### src/rtl/frame_capture.sv
// frame_capture: pairs byte-serial RGB565 camera bytes into pixels and writes one frame into the frame buffer.
// Ports: clk25/rst (sync, active-high); cap_start (arm one frame), cap_cont (auto re-arm);
// cam_vsync/cam_href/cam_byte_vld/cam_data (camera stream); frame_we/frame_addr/frame_din (buffer write);
// frame_done (end-of-frame pulse); busy (armed or capturing).
// Define FRAME_CAPTURE_GRAY_EN to store grayscale replicated into RGB565 instead of the raw pixel.
module frame_capture #(
  parameter int H_PIXELS = 320,
  parameter int V_LINES  = 240,
  parameter int ADDR_W   = 17
) (
  input  logic              clk25,
  input  logic              rst,
  input  logic              cap_start,
  input  logic              cap_cont,
  input  logic              cam_vsync,
  input  logic              cam_href,
  input  logic              cam_byte_vld,
  input  logic [7:0]        cam_data,
  output logic              frame_we,
  output logic [ADDR_W-1:0] frame_addr,
  output logic [15:0]       frame_din,
  output logic              frame_done,
  output logic              busy
);
  localparam int CW = $clog2(H_PIXELS + 1);
  localparam int LW = $clog2(V_LINES + 1);
  localparam logic [CW-1:0]     HP = CW'(H_PIXELS);
  localparam logic [LW-1:0]     VL = LW'(V_LINES);
  localparam logic [ADDR_W-1:0] HA = ADDR_W'(H_PIXELS);
  typedef enum logic [1:0] {IDLE, ARMED, CAPTURE} state_t;
  state_t state, state_n;
  logic vs_q, hr_q, phase, seen;
  logic vs_fall, vs_rise, hr_fall, acc;
  logic [7:0] hi;
  logic [CW-1:0] col;
  logic [LW-1:0] line, line_n;
  logic [ADDR_W-1:0] addr;
  logic [15:0] pix_out;
  assign vs_fall = vs_q & ~cam_vsync;
  assign vs_rise = ~vs_q & cam_vsync;
  assign hr_fall = hr_q & ~cam_href;
  assign acc = (state == CAPTURE) & cam_byte_vld & cam_href;
  assign busy = state != IDLE;
  // A line only counts once it has carried at least one byte, including one accepted this cycle.
  assign line_n = ((seen | acc) && line < VL) ? line + 1'b1 : line;
`ifdef FRAME_CAPTURE_GRAY_EN
  logic [15:0] sum;
  logic [5:0] y6;
  assign sum = 16'd77  * {8'd0, hi[7:3], 3'd0}
             + 16'd150 * {8'd0, hi[2:0], cam_data[7:5], 2'd0}
             + 16'd29  * {8'd0, cam_data[4:0], 3'd0};
  // y6 is luma[7:2]; luma[7:3] is its top five bits.
  assign y6 = 6'(sum >> 10);
  assign pix_out = {y6[5:1], y6, y6[5:1]};
`else
  assign pix_out = {hi, cam_data};
`endif
  always_ff @(posedge clk25) begin
    if (rst) state <= IDLE;
    else state <= state_n;
  end
  always_comb begin
    state_n = state;
    if (state == IDLE && (cap_start || cap_cont)) state_n = ARMED;
    if (state == ARMED && vs_fall) state_n = CAPTURE;
    if (state == CAPTURE && vs_rise) state_n = cap_cont ? ARMED : IDLE;
  end
  always_ff @(posedge clk25) begin
    if (rst) begin
      vs_q       <= 1'b0;
      hr_q       <= 1'b0;
      phase      <= 1'b0;
      seen       <= 1'b0;
      hi         <= '0;
      col        <= '0;
      line       <= '0;
      addr       <= '0;
      frame_we   <= 1'b0;
      frame_addr <= '0;
      frame_din  <= '0;
      frame_done <= 1'b0;
    end else begin
      vs_q       <= cam_vsync;
      hr_q       <= cam_href;
      frame_we   <= 1'b0;
      frame_done <= (state == CAPTURE) & vs_rise;
      if (state == ARMED && vs_fall) begin
        phase <= 1'b0;
        seen  <= 1'b0;
        col   <= '0;
        line  <= '0;
        addr  <= '0;
      end
      if (acc) begin
        seen  <= 1'b1;
        phase <= ~phase;
        if (!phase) hi <= cam_data;
        else begin
          if (col < HP && line < VL) begin
            frame_we   <= 1'b1;
            frame_addr <= addr;
            frame_din  <= pix_out;
            addr       <= addr + 1'b1;
          end
          if (col < HP) col <= col + 1'b1;
        end
      end
      // Line end overrides the byte path: drop any odd byte and realign to the next row start.
      if (state == CAPTURE && hr_fall) begin
        phase <= 1'b0;
        seen  <= 1'b0;
        col   <= '0;
        line  <= line_n;
        addr  <= (line_n < VL) ? ADDR_W'(line_n) * HA : addr;
      end
    end
  end
endmodule

### config.mk
export PLATFORM = sky130hd
export DESIGN_NAME = frame_capture
export DESIGN_NICKNAME = d
export VERILOG_FILES = /design/src/rtl/frame_capture.sv
export SDC_FILE = /design/constraint.sdc
export NUM_CORES = 1
export LEC_CHECK = 0
export BUFFER_PORTS_ARGS = -buffer_cell sky130_fd_sc_hd__buf_2
export CORE_MARGIN = 5
export CORE_UTILIZATION = 60
export CTS_BUF_LIST = sky130_fd_sc_hd__clkbuf_4
export DETAILED_ROUTE_END_ITERATION = 10
export PLACE_DENSITY = 0.82
export SYNTH_ARGS = -nofsm -noshare
export SYNTH_HDL_FRONTEND = slang
export SYNTH_SLANG_ARGS = --single-unit
export TNS_END_PERCENT = 1
### constraint.sdc
create_clock -name clk25 -period 3.4 [get_ports clk25]
set_clock_uncertainty 0.1 [all_clocks]
set_input_delay 0.17 -clock clk25 [delete_from_list [all_inputs] [get_ports clk25]]
set_output_delay 0.17 -clock clk25 [all_outputs]
set_load 0.05 [all_outputs]
==> results.toml, run 1 <==
[outcome]
status = "completed"

[yosys]
syn_area_sq_um = 4242
synthArstFlopShare = 0
ys_seq_area_frac = 0.3917
yosys.cell_types.count = 67
synth-main-ff-cell = "dfxtp_1"
synth_edf_count = 0
ys_ff_latch = 83
syn_area_per_cell_sq_um = 8.157
syn-num-nets = 548
syn_inst = 520
yosysWarnings = 0

[final_layout]
area_growth_pct = 14.48
diodes = 0
fin_nets = 604
drive_gt1_frac = 0.1928
nFillCells = 562
final_area_sq_um = 4856

[setup_path]
cp_slowest_cell = "dfxtp_2"
crit_arrival_ps = 3400
crit_fanout = 8
crit_buf_inv = 2
cp-start-kind = "flop"
cp.depth = 15
crit_required_ps = 3620
crit_path_cell_trace = "and4_2 -> a21oi_1 -> buf_4 -> nand4_1 -> xnor2_2 -> ha_1 -> ha_1 -> inv_1 -> fa_2 -> nor2b_1 -> o31a_1 -> o22ai_1 -> xnor2_1 -> mux2i_1 -> o22ai_1"
crit_type = "reg -> reg"
end_kind = "flop"
cpPeakStageDelay_ps = 390
reg2reg_depth = 15
path_delay_family = "adder cells"

[sta]
setup_viol = 0
min_period_over_period = 0.9361
finalHoldViolCount = 0
finalWorstSetupSlack_ps = 217.2
slew_headroom = 0.6080
hold_slack_ps = 109.2
slew_violations = 0
finalCriticalPeriod_ps = 3183
tightestPinTransition_ps = 585.9
fmax_mhz = 314.2

[floorplan]
die_h_microns = 94.08
dieArea_sq_um = 8851
ios = 51
rows = 30
initial_utilization = 0.6209
core_area_sq_um = 6832
die_w_microns = 94.08

[grt]
grt_overflow = 0
grt_pass1_wl_mm = 16.62
grtUsageTotal = 0.2310
grt_max_degree = 47
antenna_found_initial = 0
grt_pass1_vias = 3541

[placement]
place_area_sq_um = 4511
gp_congestion = 0.8360
place_hpwl_mm = 6.888
post-place-ws_ps = 137.8
portBuffers = 50

[route]
vias_per_cell = 5.818
drt_iter0_markers = 226
drt-wirelength-per-cell_microns = 14.78
dr_total_vias = 3939
drt_wl_total_mm = 10.01
dr.pass1.iters = 5
ant_nets = 0
drc = 0

[clock_tree]
cts-buffers-inserted = 9
cts_buffer_depth = 2
cts_root_buffer = "clkbuf_4"
cts_tree = "done"
h-tree-depth = 3
clock-sinks = 83
clock_latency_ps = 430
clkTransAtPathRegs_ps = 140

[power]
ir_drop_mv = 0.3037
leakage_nw = 1.898
powerDensity_nw_per_um2 = 369.4
power.total_mw = 1.794

[worst_hold_path]
hp-class = "in -> reg"
hold_depth = 2

[job]
drv_cap = 0
==> per-layer routing <==
metal,up-vias,global-route usage,part of all wire
li1,1957,-,-
met3,15,0.04728,0.060
met1,1839,0.3051,0.44
met4,0,0.07341,0.015
met5,-,0,0
met2,128,0.3773,0.49
==> area by class of cell <==
cell class	instances	area (sq um)	area share
clock buffers	9	67.56	0.01391
clock inverters	7	123.9	0.02551
inverters	10	37.54	0.007730
multi-input cells	396	2366	0.4872
flip-flops and latches	83	1665	0.3430
well taps	96	120.1	0.02474
repair buffers	76	475.5	0.09791
==> path summary, 6_finish.rpt <==
check            endpoint          from  slack (ps)
min reg2reg  frame_din[4]  frame_din[4]         360
max              addr[15]       line[6]         220
max reg2reg      addr[15]       line[6]         220
min              addr[12]           rst         110
==> flip-flops by register name (all words and copies together) (netlist names) <==
signal and cells:
addr 17, col 9, frame_addr 17, frame_din 16
frame_done 1, frame_we 1, hi 8, hr_q 1
line 8, phase 1, seen 1, state 2
vs_q 1
==> power breakdown <==
group | total (mW) | internal (mW) | switching (mW)
logic | 0.0701 | 0.0283 | 0.0418
clock network | 0.743 | 0.380 | 0.363
registers | 0.981 | 0.976 | 0.00460
==> cells in the mapped netlist, drive strengths merged (3+ instances only) <==
library cell | n | area share
o21ai | 27 | 0.032
ha | 12 | 0.035
xnor2 | 9 | 0.019
o32ai | 3 | 0.0062
o22ai | 6 | 0.0089
nor2b | 8 | 0.012
clkbuf | 18 | 0.023
mux2i | 4 | 0.010
or3 | 3 | 0.0044
a211oi | 8 | 0.014
and2 | 5 | 0.0077
dfxtp | 83 | 0.39
xor2 | 3 | 0.0062
a21bo | 4 | 0.0094
inv | 10 | 0.0089
a22oi | 3 | 0.0053
nand2 | 105 | 0.093
a21boi | 3 | 0.0053
nand4 | 9 | 0.017
a311oi | 6 | 0.014
nor2 | 37 | 0.033
nor3 | 9 | 0.011
and4 | 4 | 0.0091
or2 | 4 | 0.0059
and3 | 11 | 0.017
nand3 | 7 | 0.011
a21oi | 68 | 0.080
buf | 13 | 0.022
nand2b | 5 | 0.0074
o211ai | 4 | 0.010
a31oi | 3 | 0.0044
==> repair_timing <==
item,CTS,global route
endpoints found under the hold margin,21,0
buffers inserted,0,2
gates resized for setup,0,6
setup endpoints to repair,0,4
hold buffers,12,0
==> kinds of logic after synthesis <==
logic type | after synthesis | synth area share
buffers and inverters | 41 | 0.05398
AO/OA/AOI/OAI | 149 | 0.2206
multiplexers | 6 | 0.01563
flip-flops | 83 | 0.3917
adder cells (fa/ha/maj) | 13 | 0.04012
AND/OR/NAND/NOR | 216 | 0.2531
XOR/XNOR | 12 | 0.02478
==> placed cells by master, fill, tap and decap left out, types with 9 or more instances in the layout <==
cell	synthesis	routed
clkbuf_4	0	9
ha_1	12	12
and3_1	10	10
a21oi_1	68	68
dfxtp_1	83	80
inv_1	10	10
nor2_1	37	37
buf_2	6	50
nor3_1	9	9
buf_4	2	14
o21ai_0	26	26
dlygate4sd3_1	0	12
nand2_1	105	105
==> metrics by stage <==
stage | instances | util | TNS, ps
2_1_floorplan | 520 | - | 0
3_3_place_gp | 647 | 0.6603 | 0
3_5_place_dp | 647 | 0.6603 | 0
4_1_cts | 675 | 0.7059 | 0
5_1_grt | 677 | 0.7108 | -10.26
6_report | 677 | 0.7108 | 0
Power figures use the tool's default switching activity.
==> inputs of run 2 (changes only) <==
--- a/config.mk
+++ b/config.mk
@@ -10,6 +10,7 @@
 export CORE_UTILIZATION = 60
 export CTS_BUF_LIST = sky130_fd_sc_hd__clkbuf_4
 export DETAILED_ROUTE_END_ITERATION = 10
+export MAX_ROUTING_LAYER = met4
 export PLACE_DENSITY = 0.82
 export SYNTH_ARGS = -nofsm -noshare
 export SYNTH_HDL_FRONTEND = slang
==> results.toml, run 2 (same netlist as run 1, synthesis figures left out) <==
[job]
drv_cap = 0

[final_layout]
nFillCells = 562
layout_common_cells = "105 x nand2_1, 80 x dfxtp_1, 68 x a21oi_1"
diodes = 0
mostFrequentLayoutCell = "nand2_1"
area_growth_pct = 14.48
fin_nets = 604
largestRegisters = "addr: 17 flops, frame_addr: 17 flops, frame_din: 16 flops"
drive_gt1_frac = 0.1928

[sta]
hold_slack_ps = 100.8
min_period_over_period = 0.9361
finalCriticalPeriod_ps = 3183
finalHoldViolCount = 0
setup_tns_ps = 0
slew_headroom = 0.6149
slew_violations = 0
tightestPinTransition_ps = 575.6
setup_viol = 0
fmax_mhz = 314.2

[route]
ant_nets = 0
dr_total_vias = 3935
drt-wirelength-per-cell_microns = 14.72
drt_iter0_markers = 226
drc = 0
drt_wl_total_mm = 9.965
dr.pass1.iters = 4
vias_per_cell = 5.812

[floorplan]
rows = 30
die_w_microns = 94.08
initial_utilization = 0.6209
ios = 51
die_h_microns = 94.08
dieArea_sq_um = 8851
core_area_sq_um = 6832

[clock_tree]
cts_buffer_depth = 2
cts_root_buffer = "clkbuf_4"
clock_latency_ps = 440
clkTransAtPathRegs_ps = 140
cts-buffers-inserted = 9
h-tree-depth = 3
cts_tree = "done"
clock-sinks = 83

[setup_path]
crit_fanout = 8
cp-start-kind = "flop"
crit_arrival_ps = 3400
end_kind = "flop"
cpPeakStageDelay_ps = 390
crit_type = "reg -> reg"
cp_slowest_cell = "dfxtp_2"
crit_path_cell_trace = "and4_2 -> a21oi_1 -> buf_4 -> nand4_1 -> xnor2_2 -> ha_1 -> ha_1 -> inv_1 -> fa_2 -> nor2b_1 -> o31a_1 -> o22ai_1 -> xnor2_1 -> mux2i_1 -> o22ai_1"
crit_buf_inv = 2
path_delay_family = "adder cells"
crit_required_ps = 3620

[grt]
grtUsageTotal = 0.2370
grt_overflow = 0
grt_pass1_wl_mm = 16.60
grt_max_degree = 47
antenna_found_initial = 0
grt_pass1_vias = 3541

[worst_hold_path]
hp-class = "in -> reg"

[power]
leakage_nw = 1.898
ir_drop_mv = 0.3027
powerDensity_nw_per_um2 = 369.2

[placement]
gp_congestion = 0.8489
place_hpwl_mm = 6.888
portBuffers = 50

[outcome]
status = "completed"
-- run 2: cell counts in the layout (fill, tap and decap cells not counted) --
Identical to the previous run, type by type.
-- run 2: report_power, final --
group          switching (mW)  internal (mW)  leakage [nW]  total (mW)
clock network           0.362          0.380         0.102       0.742
registers             0.00455          0.976         0.670       0.981
logic                  0.0417         0.0283          1.13      0.0700
total                   0.408           1.38          1.90        1.79
-- run 2: repair_timing --
action / 4_1_cts / 5_1_grt
hold endpoints to repair: 21 / 0
hold buffers: 12 / 0
setup buffers: 0 / 2
setup endpoints to repair: 0 / 4
resized for setup: 0 / 6
-- run 2: metal layers --
metal | vias up | routed length, microns | track usage
met5 | - | 0 | -
met4 | 0 | 156 | 0.07341
met3 | 15 | 631 | 0.04728
met2 | 123 | 4878 | 0.3779
met1 | 1843 | 4298 | 0.3041
li1 | 1954 | - | -
-- run 2: stage by stage --
stage               instance area, sq um  worst slack, ps  total power, mW  cells  utilization
floorplan                           4242            333.2            1.039    520            -
global placement                    4511            267.4            1.059    647       0.6603
detailed placement                  4511            137.8            1.060    647       0.6603
CTS                                 4822            106.7            1.802    675       0.7059
global route                        4856           -10.26            1.855    677       0.7108
finish                              4856            217.2            1.793    677       0.7108
-- run 2: cell type report --
| type | count | area [sq um] | area share |
|---|---|---|---|
| Timing Repair Buffer | 76 | 475.5 | 0.09791 |
| Clock buffer | 9 | 67.56 | 0.01391 |
| Sequential cell | 83 | 1665 | 0.3430 |
| Clock inverter | 7 | 123.9 | 0.02551 |
| Multi-Input combinational cell | 396 | 2366 | 0.4872 |
| Inverter | 10 | 37.54 | 0.007730 |
| Tap cell | 96 | 120.1 | 0.02474 |
-- run 2: final timing paths --
kind	startpoint	to	slack (ps)	depth (start not counted)
min	rst	addr[12]	100	2
max	line[6]	addr[15]	220	15
max reg2reg	line[6]	addr[15]	220	15
min reg2reg	frame_din[4]	frame_din[4]	360	2
==> inputs of run 3 (changes only) <==
--- a/config.mk
+++ b/config.mk
@@ -7,11 +7,11 @@
 export LEC_CHECK = 0
 export BUFFER_PORTS_ARGS = -buffer_cell sky130_fd_sc_hd__buf_2
 export CORE_MARGIN = 5
-export CORE_UTILIZATION = 60
+export CORE_UTILIZATION = 50
 export CTS_BUF_LIST = sky130_fd_sc_hd__clkbuf_4
 export DETAILED_ROUTE_END_ITERATION = 10
 export MAX_ROUTING_LAYER = met4
-export PLACE_DENSITY = 0.82
+export PLACE_DENSITY = 0.7
 export SYNTH_ARGS = -nofsm -noshare
 export SYNTH_HDL_FRONTEND = slang
 export SYNTH_SLANG_ARGS = --single-unit
==> results.toml, run 3 (same netlist as run 1, synthesis figures left out) <==
[outcome]
status = "completed"

[route]
vias_per_cell = 5.583
drt_iter0_markers = 193
dr_total_vias = 3819
drc = 0
ant_nets = 0
drt_wl_total_mm = 9.961
drt-wirelength-per-cell_microns = 14.56
dr.pass1.iters = 4

[power]
ir_drop_mv = 0.3047
leakage_nw = 1.864
powerDensity_nw_per_um2 = 356.5

[sta]
slew_headroom = 0.1504
setup_viol = 0
finalHoldViolCount = 0
finalCriticalPeriod_ps = 3217
tightestPinTransition_ps = 1270
slew_violations = 0
rsz0062_at_grt = "false"
min_period_over_period = 0.9461
fmax_mhz = 310.9
setup_tns_ps = 0

[placement]
place_hpwl_mm = 6.969
dpl.cell_count = 656
gp_congestion = 0.9484
portBuffers = 50

[floorplan]
rows = 33
ios = 51
core_area_sq_um = 8258
die_h_microns = 102.1
die_w_microns = 102.1
dieArea_sq_um = 10430
initial_utilization = 0.5136

[grt]
grt_pass1_vias = 3506
grt_overflow = 0
antenna_found_initial = 0
grtUsageTotal = 0.2052
grt_pass1_wl_mm = 16.79
grt_max_degree = 48

[final_layout]
fin_nets = 602
layout_common_cells = "105 x nand2_1, 79 x dfxtp_1, 68 x a21oi_1"
drive_gt1_frac = 0.1865
area_growth_pct = 13.69
diodes = 0
final_cells = 684
largestRegisters = "addr: 17 flops, frame_addr: 17 flops, frame_din: 16 flops"
mostFrequentLayoutCell = "nand2_1"

[job]
drv_cap = 0

[clock_tree]
clkTransAtPathRegs_ps = 150
clock_latency_ps = 450
h-tree-depth = 3
clock-sinks = 83
postCtsSetupRepairBufs = 0
cts-buffers-inserted = 9
cts_buffer_depth = 2
cts_root_buffer = "clkbuf_4"
cts_tree = "done"

[setup_path]
crit_fanout = 7
cp-start-kind = "flop"
end_kind = "flop"
crit_required_ps = 3620
crit_type = "reg -> reg"
crit_arrival_ps = 3440

[worst_hold_path]
hp-class = "in -> reg"
[run 3: cell types whose count changed in the layout (fill, tap and decap cells not counted)]
cell	delta
xnor2_2	-1
fa_1	+1
dfxtp_1	-1
buf_4	-2
fa_2	-1
bufinv_16	-1
clkinvlp_4	+1
clkinv_2	-1
dfxtp_4	+1
xnor2_1	+1
clkinv_1	+1
[run 3: what timing repair did]
action                                 4_1_cts  5_1_grt
setup endpoints to repair                    0        4
endpoints found under the hold margin       21        0
hold buffers                                12        0
gates resized for setup                      0        6
[run 3: final cells by class]
type | instances | area, sq um
timing repair buffer | 74 | 460.4
tap | 105 | 131.4
sequential | 83 | 1669
clock buffer | 9 | 67.56
multi-input combinational | 396 | 2356
clock inverter | 7 | 100.1
inverter | 10 | 37.54
fill | 787 | 3436
[run 3: worst max-delay path: stages, from the launching register on]
cell and delay (ps):
dfxtp_2 380, and4_2 220, a21oi_1 140, buf_4 170, mux2_2 340, ha_1 290
ha_1 200, inv_1 70, fa_1 400, nor2b_1 170, o31a_1 170, o22ai_1 100
xnor2_1 130, mux2i_1 130, o22ai_1 80
[run 3: stage by stage]
step | util | total power, mW | hold slack [ps] | setup slack, ps | instance area [sq um]
3_3_place_gp | 0.5476 | 1.058 | 329.1 | 240.8 | 4522
2_1_floorplan | - | 1.039 | 198.2 | 333.2 | 4242
5_1_grt | 0.5839 | 1.780 | 142.8 | 11.09 | 4822
4_1_cts | 0.5824 | 1.735 | 127.3 | 119.9 | 4810
6_report | 0.5839 | 1.719 | 154.7 | 183.1 | 4822
3_5_place_dp | 0.5476 | 1.059 | 335.3 | 157.2 | 4522
[run 3: worst paths after layout]
kind                startpoint             to  slack [ps]  cells after the start
setup / recovery       line[4]       addr[15]         180                     14
hold / removal    cam_byte_vld           seen         150                      4
setup reg to reg       line[4]       addr[15]         180                     14
hold reg to reg          hi[3]  frame_din[11]         360                      2
[run 3: power breakdown]
part           switching [mW]  leakage [nW]  internal (mW)
combinational          0.0412          1.11         0.0272
sequential            0.00457         0.671          0.976
clock                   0.366        0.0861          0.305
[run 3: metal layers]
layer  wire length, microns  global-route usage
met5                      0                   -
met4                    105             0.05348
met2                   4715              0.3218
met1                   4603              0.2695
met3                    536             0.04437
